File: config.mk
export PLATFORM = sky130hd
export DESIGN_NAME = side_stack_bank
export DESIGN_NICKNAME = d
export VERILOG_FILES = /design/src/rtl/side_stack_bank.sv
export SDC_FILE = /design/constraint.sdc
export NUM_CORES = 2
export LEC_CHECK = 0
export BUFFER_PORTS_ARGS = -buffer_cell sky130_fd_sc_hd__buf_2
export CELL_PAD_IN_SITES_DETAIL_PLACEMENT = 1
export CELL_PAD_IN_SITES_GLOBAL_PLACEMENT = 1
export CORE_ASPECT_RATIO = 0.6
export CORE_UTILIZATION = 25
export DETAILED_ROUTE_END_ITERATION = 6
export PLACE_DENSITY_LB_ADDON = 0.1
export SETUP_SLACK_MARGIN = 0.05
export SYNTH_ARGS = -nofsm -noshare
export SYNTH_HDL_FRONTEND = slang
export SYNTH_SLANG_ARGS = --single-unit
File: constraint.sdc
create_clock -name CLK -period 15.4 [get_ports CLK]
set_input_delay 3.08 -clock CLK [delete_from_list [all_inputs] [get_ports CLK]]
set_output_delay 3.08 -clock CLK [all_outputs]
set_load 0.01 [all_outputs]
File: src/rtl/side_stack_bank.sv
// Multi-lane LIFO overflow store on one edge of the systolic array, with a valid/ready/ack handshake.
// Optional high-water-mark output enabled by defining SIDE_STACK_HWM_EN.
module side_stack_bank #(
  parameter int   PRECISION = 8,
  parameter int   LANES     = 8,
  parameter int   DEPTH     = 32,
  parameter logic IMAGE_SEL = 1'b0
) (
  input  logic                         CLK,
  input  logic                         reset,
  input  logic                         cmd_valid,
  input  logic [2:0]                   command_to_execute,
  input  logic [1:0]                   shift_direction,
  input  logic                         image_to_shift,
  input  logic [LANES*PRECISION-1:0]   inp,
  output logic [LANES*PRECISION-1:0]   oup,
  output logic                         ready,
  input  logic                         ack,
  output logic [$clog2(DEPTH+1)-1:0]   count,
  output logic                         full,
  output logic                         empty,
  output logic                         overflow_err,
  output logic                         underflow_err
`ifdef SIDE_STACK_HWM_EN
  ,
  output logic [$clog2(DEPTH+1)-1:0]   hwm
`endif
);

  localparam int CW = $clog2(DEPTH + 1);
  localparam int AW = (DEPTH > 1) ? $clog2(DEPTH) : 1;
  localparam int DW = LANES * PRECISION;

  typedef enum logic [2:0] {
    CMD_MUL    = 3'b000,
    CMD_UP     = 3'b001,
    CMD_DOWN   = 3'b010,
    CMD_LEFT   = 3'b011,
    CMD_RIGHT  = 3'b100,
    CMD_OVW_AB = 3'b101,
    CMD_OVW_S  = 3'b110,
    CMD_RESET  = 3'b111
  } cmd_e;

  typedef enum logic {
    ST_IDLE,
    ST_DONE
  } state_e;

  state_e          state_q;
  logic            ready_q;
  logic [CW-1:0]   count_q, count_d;
  logic [DW-1:0]   oup_q, oup_d;
  logic            ovf_q, ovf_d;
  logic            unf_q, unf_d;
  logic            accept, img_hit, flush, do_push;
  logic [2:0]      push_cmd, pop_cmd;
  logic [AW-1:0]   wr_addr, rd_addr;
  logic [DW-1:0]   rd_data;

  // NOTE: storage array has no reset; count_q=0 already makes every entry unreachable.
  logic [PRECISION-1:0] mem_q [LANES][DEPTH];

  assign accept  = (state_q == ST_IDLE) && cmd_valid;
  assign img_hit = (image_to_shift == IMAGE_SEL);
  assign flush   = accept && ((command_to_execute == CMD_OVW_AB) ||
                              (command_to_execute == CMD_RESET));
  assign wr_addr = AW'(count_q);
  assign rd_addr = AW'(count_q - CW'(1));

  // Push is the shift toward this edge, pop the shift away from it.
  always_comb begin
    push_cmd = CMD_UP;
    pop_cmd  = CMD_DOWN;
    case (shift_direction)
      2'b00:   begin push_cmd = CMD_UP;    pop_cmd = CMD_DOWN;  end
      2'b01:   begin push_cmd = CMD_DOWN;  pop_cmd = CMD_UP;    end
      2'b10:   begin push_cmd = CMD_LEFT;  pop_cmd = CMD_RIGHT; end
      default: begin push_cmd = CMD_RIGHT; pop_cmd = CMD_LEFT;  end
    endcase
  end

  always_comb begin
    rd_data = '0;
    for (int k = 0; k < LANES; k++) begin
      rd_data[k*PRECISION +: PRECISION] = mem_q[k][rd_addr];
    end
  end

  // NOTE: every output of this block gets a default first, so no path infers a latch.
  always_comb begin
    count_d = count_q;
    oup_d   = oup_q;
    ovf_d   = ovf_q;
    unf_d   = unf_q;
    do_push = 1'b0;
    if (flush) begin
      count_d = '0;
      oup_d   = '0;
      ovf_d   = 1'b0;
      unf_d   = 1'b0;
    end else if (accept && img_hit && (command_to_execute == push_cmd)) begin
      if (count_q == CW'(DEPTH)) begin
        ovf_d = 1'b1;
      end else begin
        do_push = 1'b1;
        count_d = count_q + CW'(1);
      end
    end else if (accept && img_hit && (command_to_execute == pop_cmd)) begin
      if (count_q == '0) begin
        oup_d = '0;
        unf_d = 1'b1;
      end else begin
        oup_d   = rd_data;
        count_d = count_q - CW'(1);
      end
    end
  end

  always_ff @(posedge CLK) begin
    if (do_push) begin
      for (int k = 0; k < LANES; k++) begin
        mem_q[k][wr_addr] <= inp[k*PRECISION +: PRECISION];
      end
    end
  end

  // NOTE: sequential state uses non-blocking assignments so all registers sample pre-edge values.
  always_ff @(posedge CLK or posedge reset) begin
    if (reset) begin
      state_q <= ST_IDLE;
      ready_q <= 1'b0;
      count_q <= '0;
      oup_q   <= '0;
      ovf_q   <= 1'b0;
      unf_q   <= 1'b0;
    end else begin
      count_q <= count_d;
      oup_q   <= oup_d;
      ovf_q   <= ovf_d;
      unf_q   <= unf_d;
      case (state_q)
        ST_IDLE: begin
          if (cmd_valid) begin
            state_q <= ST_DONE;
            ready_q <= 1'b1;
          end
        end
        default: begin
          if (ack) begin
            state_q <= ST_IDLE;
            ready_q <= 1'b0;
          end
        end
      endcase
    end
  end

`ifdef SIDE_STACK_HWM_EN
  logic [CW-1:0] hwm_q, hwm_d;

  always_comb begin
    hwm_d = hwm_q;
    if (flush) begin
      hwm_d = '0;
    end else if (count_d > hwm_q) begin
      hwm_d = count_d;
    end
  end

  always_ff @(posedge CLK or posedge reset) begin
    if (reset) begin
      hwm_q <= '0;
    end else begin
      hwm_q <= hwm_d;
    end
  end

  assign hwm = hwm_q;
`else
  // Without SIDE_STACK_HWM_EN no high-water tracking exists.
`endif

  assign oup           = oup_q;
  assign ready         = ready_q;
  assign count         = count_q;
  assign full          = (count_q == CW'(DEPTH));
  assign empty         = (count_q == '0);
  assign overflow_err  = ovf_q;
  assign underflow_err = unf_q;

endmodule

After elaboration in Yosys (flattened, before gate mapping)
Memory sizes are Yosys's and may differ from the RTL's.
Cells that the tools add are included.

storage, ports and cells
  flip-flop bits (word level) = 74
  memory bits (writable) = 2048
  bits of input ports = 74
  output and inout port bits = 75
  memories = 1

operators by class
  add/sub/neg operators = 2
  order comparisons = 3
  eq/ne operators = 11
  multiplexer cells = 55
  bitwise gates (word level) = 4
  reduce and logical (&&, ||, !) cells = 20

memory list
  memory  depth  width  rd ports  clocked after memory_dff  write ports  RTL line  RTL
  mem_q   8      256    8         0                         8            62        logic [PRECISION-1:0] mem_q [LANES][DEPTH];

operators with widths
  cell                   number
  $bmux W8 S5            8
  $mux W256              1
  $mux W64               4
  $mux W8                17
  $demux W8 S5           1
  $mux W6                5
  $pmux W3 S3            2
  $mux W1                17
  $ge A6 B6 Y1 const B   2
  $not A5 Y6             2
  $reduce_bool A2 Y1     5
  $add A6 B1 Y6 const B  1
  $eq A3 B3 Y1           2
  $eq A3 B3 Y1 const B   2
  $eq A6 B6 Y1 const B   1
  $logic_and A1 B1 Y1    6
  $logic_not A6 Y1       1
  $lt A6 B1 Y1 const B   1
  $reduce_and A2 Y1      3
  $reduce_and A3 Y1      2
  $sub A6 B1 Y6 const B  1
  $ne A2 B2 Y1 const B   2
  $ne A3 B1 Y1 const B   1
  $ne A3 B3 Y1 const B   1
  other kinds (6)        7

Logic depth before layout (Yosys ltp)
  depth after elaboration = 9
  gate-level depth with buffers = 14
  mapped depth without buffers = 8

Worst setup path before layout
Ideal clock, no wire load.

  path type = input -> register
  from = input shift_direction[0]
  to = memory mem_q[0][100] in the netlist's numbering, enable pin
  arrival time = 7.392 ns
  required time = 14.914 ns
  slack = 7.521 ns
  stages = 9
  path buffers = 1
  path through = inv_1 > ha_1 > or3_1 > a2111oi_2 > buf_2 > nand2_4 > nor2_2 > nand2_1 > nor2_1

RTL lines
  what         RTL line  RTL
  from (decl)  13        input logic [1:0] shift_direction,
  to (decl)    62

==> summary.txt <==
Worst setup path
  – CP Class: in2reg
  – Critical path required time: 15900 ps
  – CP startpoint kind: input pin
  – Reg2reg end: oup[46]$_DFFE_PP0P_
  – CP max FO: 26
  – Crit path DAT: 7550 ps
  – Worst R2R Path Depth: 10
  – Flop-to-flop setup slack: 9410 ps
  – CP Capture Type: register
  – Reg2reg start: count[0]$_DFFE_PP0P_

Worst hold path
  – Hold Path Stages: 1
  – Worst Hold Class: reg2reg
  – Hold_sp: oup[23]$_DFFE_PP0P_
  – Hold endpoint: oup[23]$_DFFE_PP0P_

Route
  – DRT Pass-1 Iters: 5
  – Routed Antenna Nets: 0
  – WL final: 280.8 mm
  – Via/cell ratio: 4.664
  – Mean routed wirelength per cell: 31.69 um
  – Vias: 41330
  – DR iter-0 viols: 3799
  – Residual DRC: 0

Clocking
  – TritonCTS Buffers: 217
  – Clk pin slew, worst setup/hold paths: 70 ps
  – CTS tree: built
  – Root Buffer: clkbuf_16
  – # resized after CTS: 0
  – Worst skew pair latency: 930 ps
  – # H-tree levels: 4
  – Post-CTS setup buffers: 0
  – Post-CTS Hold Fix Bufs: 0
  – Clk buf depth: 4
  – TritonCTS Sinks: 2122

Cells and area
  – Area growth, synth to finish: 16.29%
  – Sequential standard cell area: 63350 um^2
  – Core Util, Final: 0.2930
  – Final nets: 4434
  – Design Area, Final: 94270 um^2
  – Share of cells above drive strength 1: 0.2195
  – Multi-input gate area: 16940 um^2
  – Filler cell count: 32700

Yosys
  – Post-synthesis xor/xnor area fraction: 0.0009724
  – Synth top area share: 0.7587
  – Yosys warns: 0
  – Post-synth ARST share: 0.03487
  – Main synth FF type: edfxtp_1
  – Synth Area in Compound Gates: 0.03552
  – Adder-Cell Fraction of Synth Area: 0.001235
  – Mux cell area share after synthesis: 0.1152
  – Sequential area share after synthesis: 0.7815
  – Syn_area_per_cell: 19.70 um^2
  – Flip-flop and latch count after synthesis: 2122
  – Distinct cell type count of the synthesized netlist: 53
  – Synthesized net count: 4196
  – Synthesized area: 81060 um^2
  – Simple-gate portion of the synthesized area: 0.05122
  – Cells after synthesis: 4114
  – Synth area leader: edfxtp_1
  – Number of enable flip-flop cells after synthesis: 2048
  – Synth top area cells: edfxtp_1 76%, mux4_2 11%, nand2_1 2.4%, dfrtp_1 2.3%, nand3_1 1.2%
  – Largest family of logic cells by synthesized area: multiplexers

STA
  – Fin. max-slew vios: 0
  – Final Cycle Share: 0.4577
  – PnR worst setup slack: 8351 ps
  – Fin crit period: 7049 ps
  – RSZ-0062 raised after global routing: false
  – Sum Neg Setup Slack: 0 ps
  – Slew HR: 0.1561
  – Final setup fails: 0
  – F_max: 0.1419 GHz
  – Final Hold Violating Endpoints: 0
  – Skew final: 115.6 ps
  – Pin slew with the least headroom to its limit: 1266 ps

Job
  – Max-capacitance violation count: 0

Power
  – Static leakage: 29.42 nW
  – Peak supply drop: 184.1 uV
  – Power Density: 199.2 nW/um^2

GRT
  – Largest net degree at the start of global routing: 119
  – Grt total ovfl: 0
  – First-pass GRT wire length: 384.1 mm
  – Gr usage total: 0.1696
  – Number of global-route vias before repair: 42860
  – Initial antenna violation count: 36

Status
  – Status: complete, no violations

Floorplanning
  – Die Ht: 443.1 um
  – Starting density of the core: 0.2520
  – Die width: 737.1 um
  – Io pins: 149
  – Die area: 326600 um^2
  – Core area: 321700 um^2
  – Site Rows: 161

Placement
  – IO buf count: 148
  – Placed instance area: 87470 um^2
  – Placer Congestion: 0.7109
  – DP Worst Slack: 7339 ps
  – HPWL after DPL: 164.3 mm
registers in the layout, summed over array words and instances (netlist names):
signal,count
mem_q,2048
oup,64
count,6
overflow_err,1
ready,1
state_q,1
underflow_err,1
critical path, cell delays in order:
cell	delay, ps
buf_2	130
inv_1	80
ha_1	210
or3_1	360
a2111oi_2	380
buf_4	250
nand2_4	90
nor2_2	230
nand2_1	590
nor2_4	870
buf_4	590
buf_4	530
metal layers:
metal	part of all wire	wire (um)	GRT usage	up-vias
met5	0.00012	35	0	-
met4	0.019	5451	0.03371	6
met3	0.053	14810	0.03109	286
met2	0.43	121000	0.2474	917
met1	0.50	139500	0.2620	22860
li1	-	-	-	17270
cell families after synthesis:
| family | Yosys count |
|---|---|
| compound gates | 354 |
| buf+inv | 251 |
| flops | 2122 |
| fa+ha+maj | 8 |
| simple gates | 920 |
| mux | 450 |
| xor+xnor | 9 |
layout make-up:
| class | count | area share |
|---|---|---|
| antenna | 14 | 0.0003716 |
| clock buffer | 306 | 0.06307 |
| clock inverter | 90 | 0.008481 |
| inverter | 9 | 0.0004115 |
| multi-input combinational | 1741 | 0.1797 |
| sequential | 2122 | 0.6721 |
| tap | 4319 | 0.05733 |
| timing repair buffer | 261 | 0.01852 |
power breakdown:
group	switching [mW]	total, mW	internal [mW]
Combinational	4.66	6.97	2.32
Clock	2.32	5.22	2.90
Sequential	0.170	6.58	6.41
cell usage in the layout, fill, tap and decap left out, types with 5 or more instances in the layout:
cell / count
inv_6: 5
a221oi_1: 64
clkinv_2: 26
a21oi_1: 9
a22o_1: 64
a311oi_1: 64
buf_2: 148
edfxtp_1: 2048
a32oi_1: 63
nor2b_1: 66
mux2i_1: 63
clkbuf_8: 17
nand2b_1: 66
mux4_2: 386
clkbuf_16: 218
clkbuf_1: 72
inv_1: 8
dfrtp_1: 73
diode_2: 14
ha_1: 7
clkinv_1: 42
bufinv_16: 13
or3_1: 5
buf_4: 100
nor2_4: 34
nor2_1: 10
a31oi_1: 63
nand3_1: 195
o21ai_0: 9
nand2_1: 519
buf_12: 12
how the worst max path moves through the flow:
stage | startpoint | end | slack, ps | depth (start not counted)
after detailed placement | shift_direction[0] | mem_q[1][199]$_DFFE_PP_ | 7340 | 12
final | shift_direction[0] | mem_q[1][196]$_DFFE_PP_ | 8350 | 12
after CTS | shift_direction[0] | mem_q[1][196]$_DFFE_PP_ | 8280 | 12
after floorplan | shift_direction[0] | mem_q[0][100]$_DFFE_PP_ | 7520 | 9
after global routing | shift_direction[0] | mem_q[1][196]$_DFFE_PP_ | 8090 | 12
after global placement | shift_direction[0] | mem_q[1][199]$_DFFE_PP_ | 7320 | 12
through the flow:
| stage | power [mW] | hold WS [ps] | cells |
|---|---|---|---|
| finish | 18.78 | 513.5 | 8862 |
| CTS | 19.20 | 513.8 | 8847 |
| floorplan | 10.65 | 476.2 | 4114 |
| global route | 19.65 | 516.1 | 8849 |
| global placement | 13.94 | 491.6 | 8451 |
| detailed placement | 13.92 | 492.4 | 8451 |
Yosys cell counts (2+ instances only):
master,number
edfxtp_1,2048
nand2_1,519
mux4_2,386
nand3_1,195
clkbuf_1,124
buf_2,81
dfrtp_1,74
nor2b_1,67
nand2b_1,66
a31oi_1,65
a221oi_1,64
a22o_1,64
a311oi_1,64
a32oi_1,63
mux2i_1,63
nor2_1,43
buf_1,14
buf_4,14
a21oi_1,10
buf_6,9
inv_1,9
o21ai_0,9
ha_1,8
xor2_1,6
or3_1,5
nor3_1,4
and2_1,3
nor2_2,3
xnor2_1,3
and3_1,2
nand2_4,2
nand3b_1,2
nor3_2,2
o21ai_1,2
o22ai_1,2
or2_2,2
No activity file was read; power rests on OpenSTA's default activity.
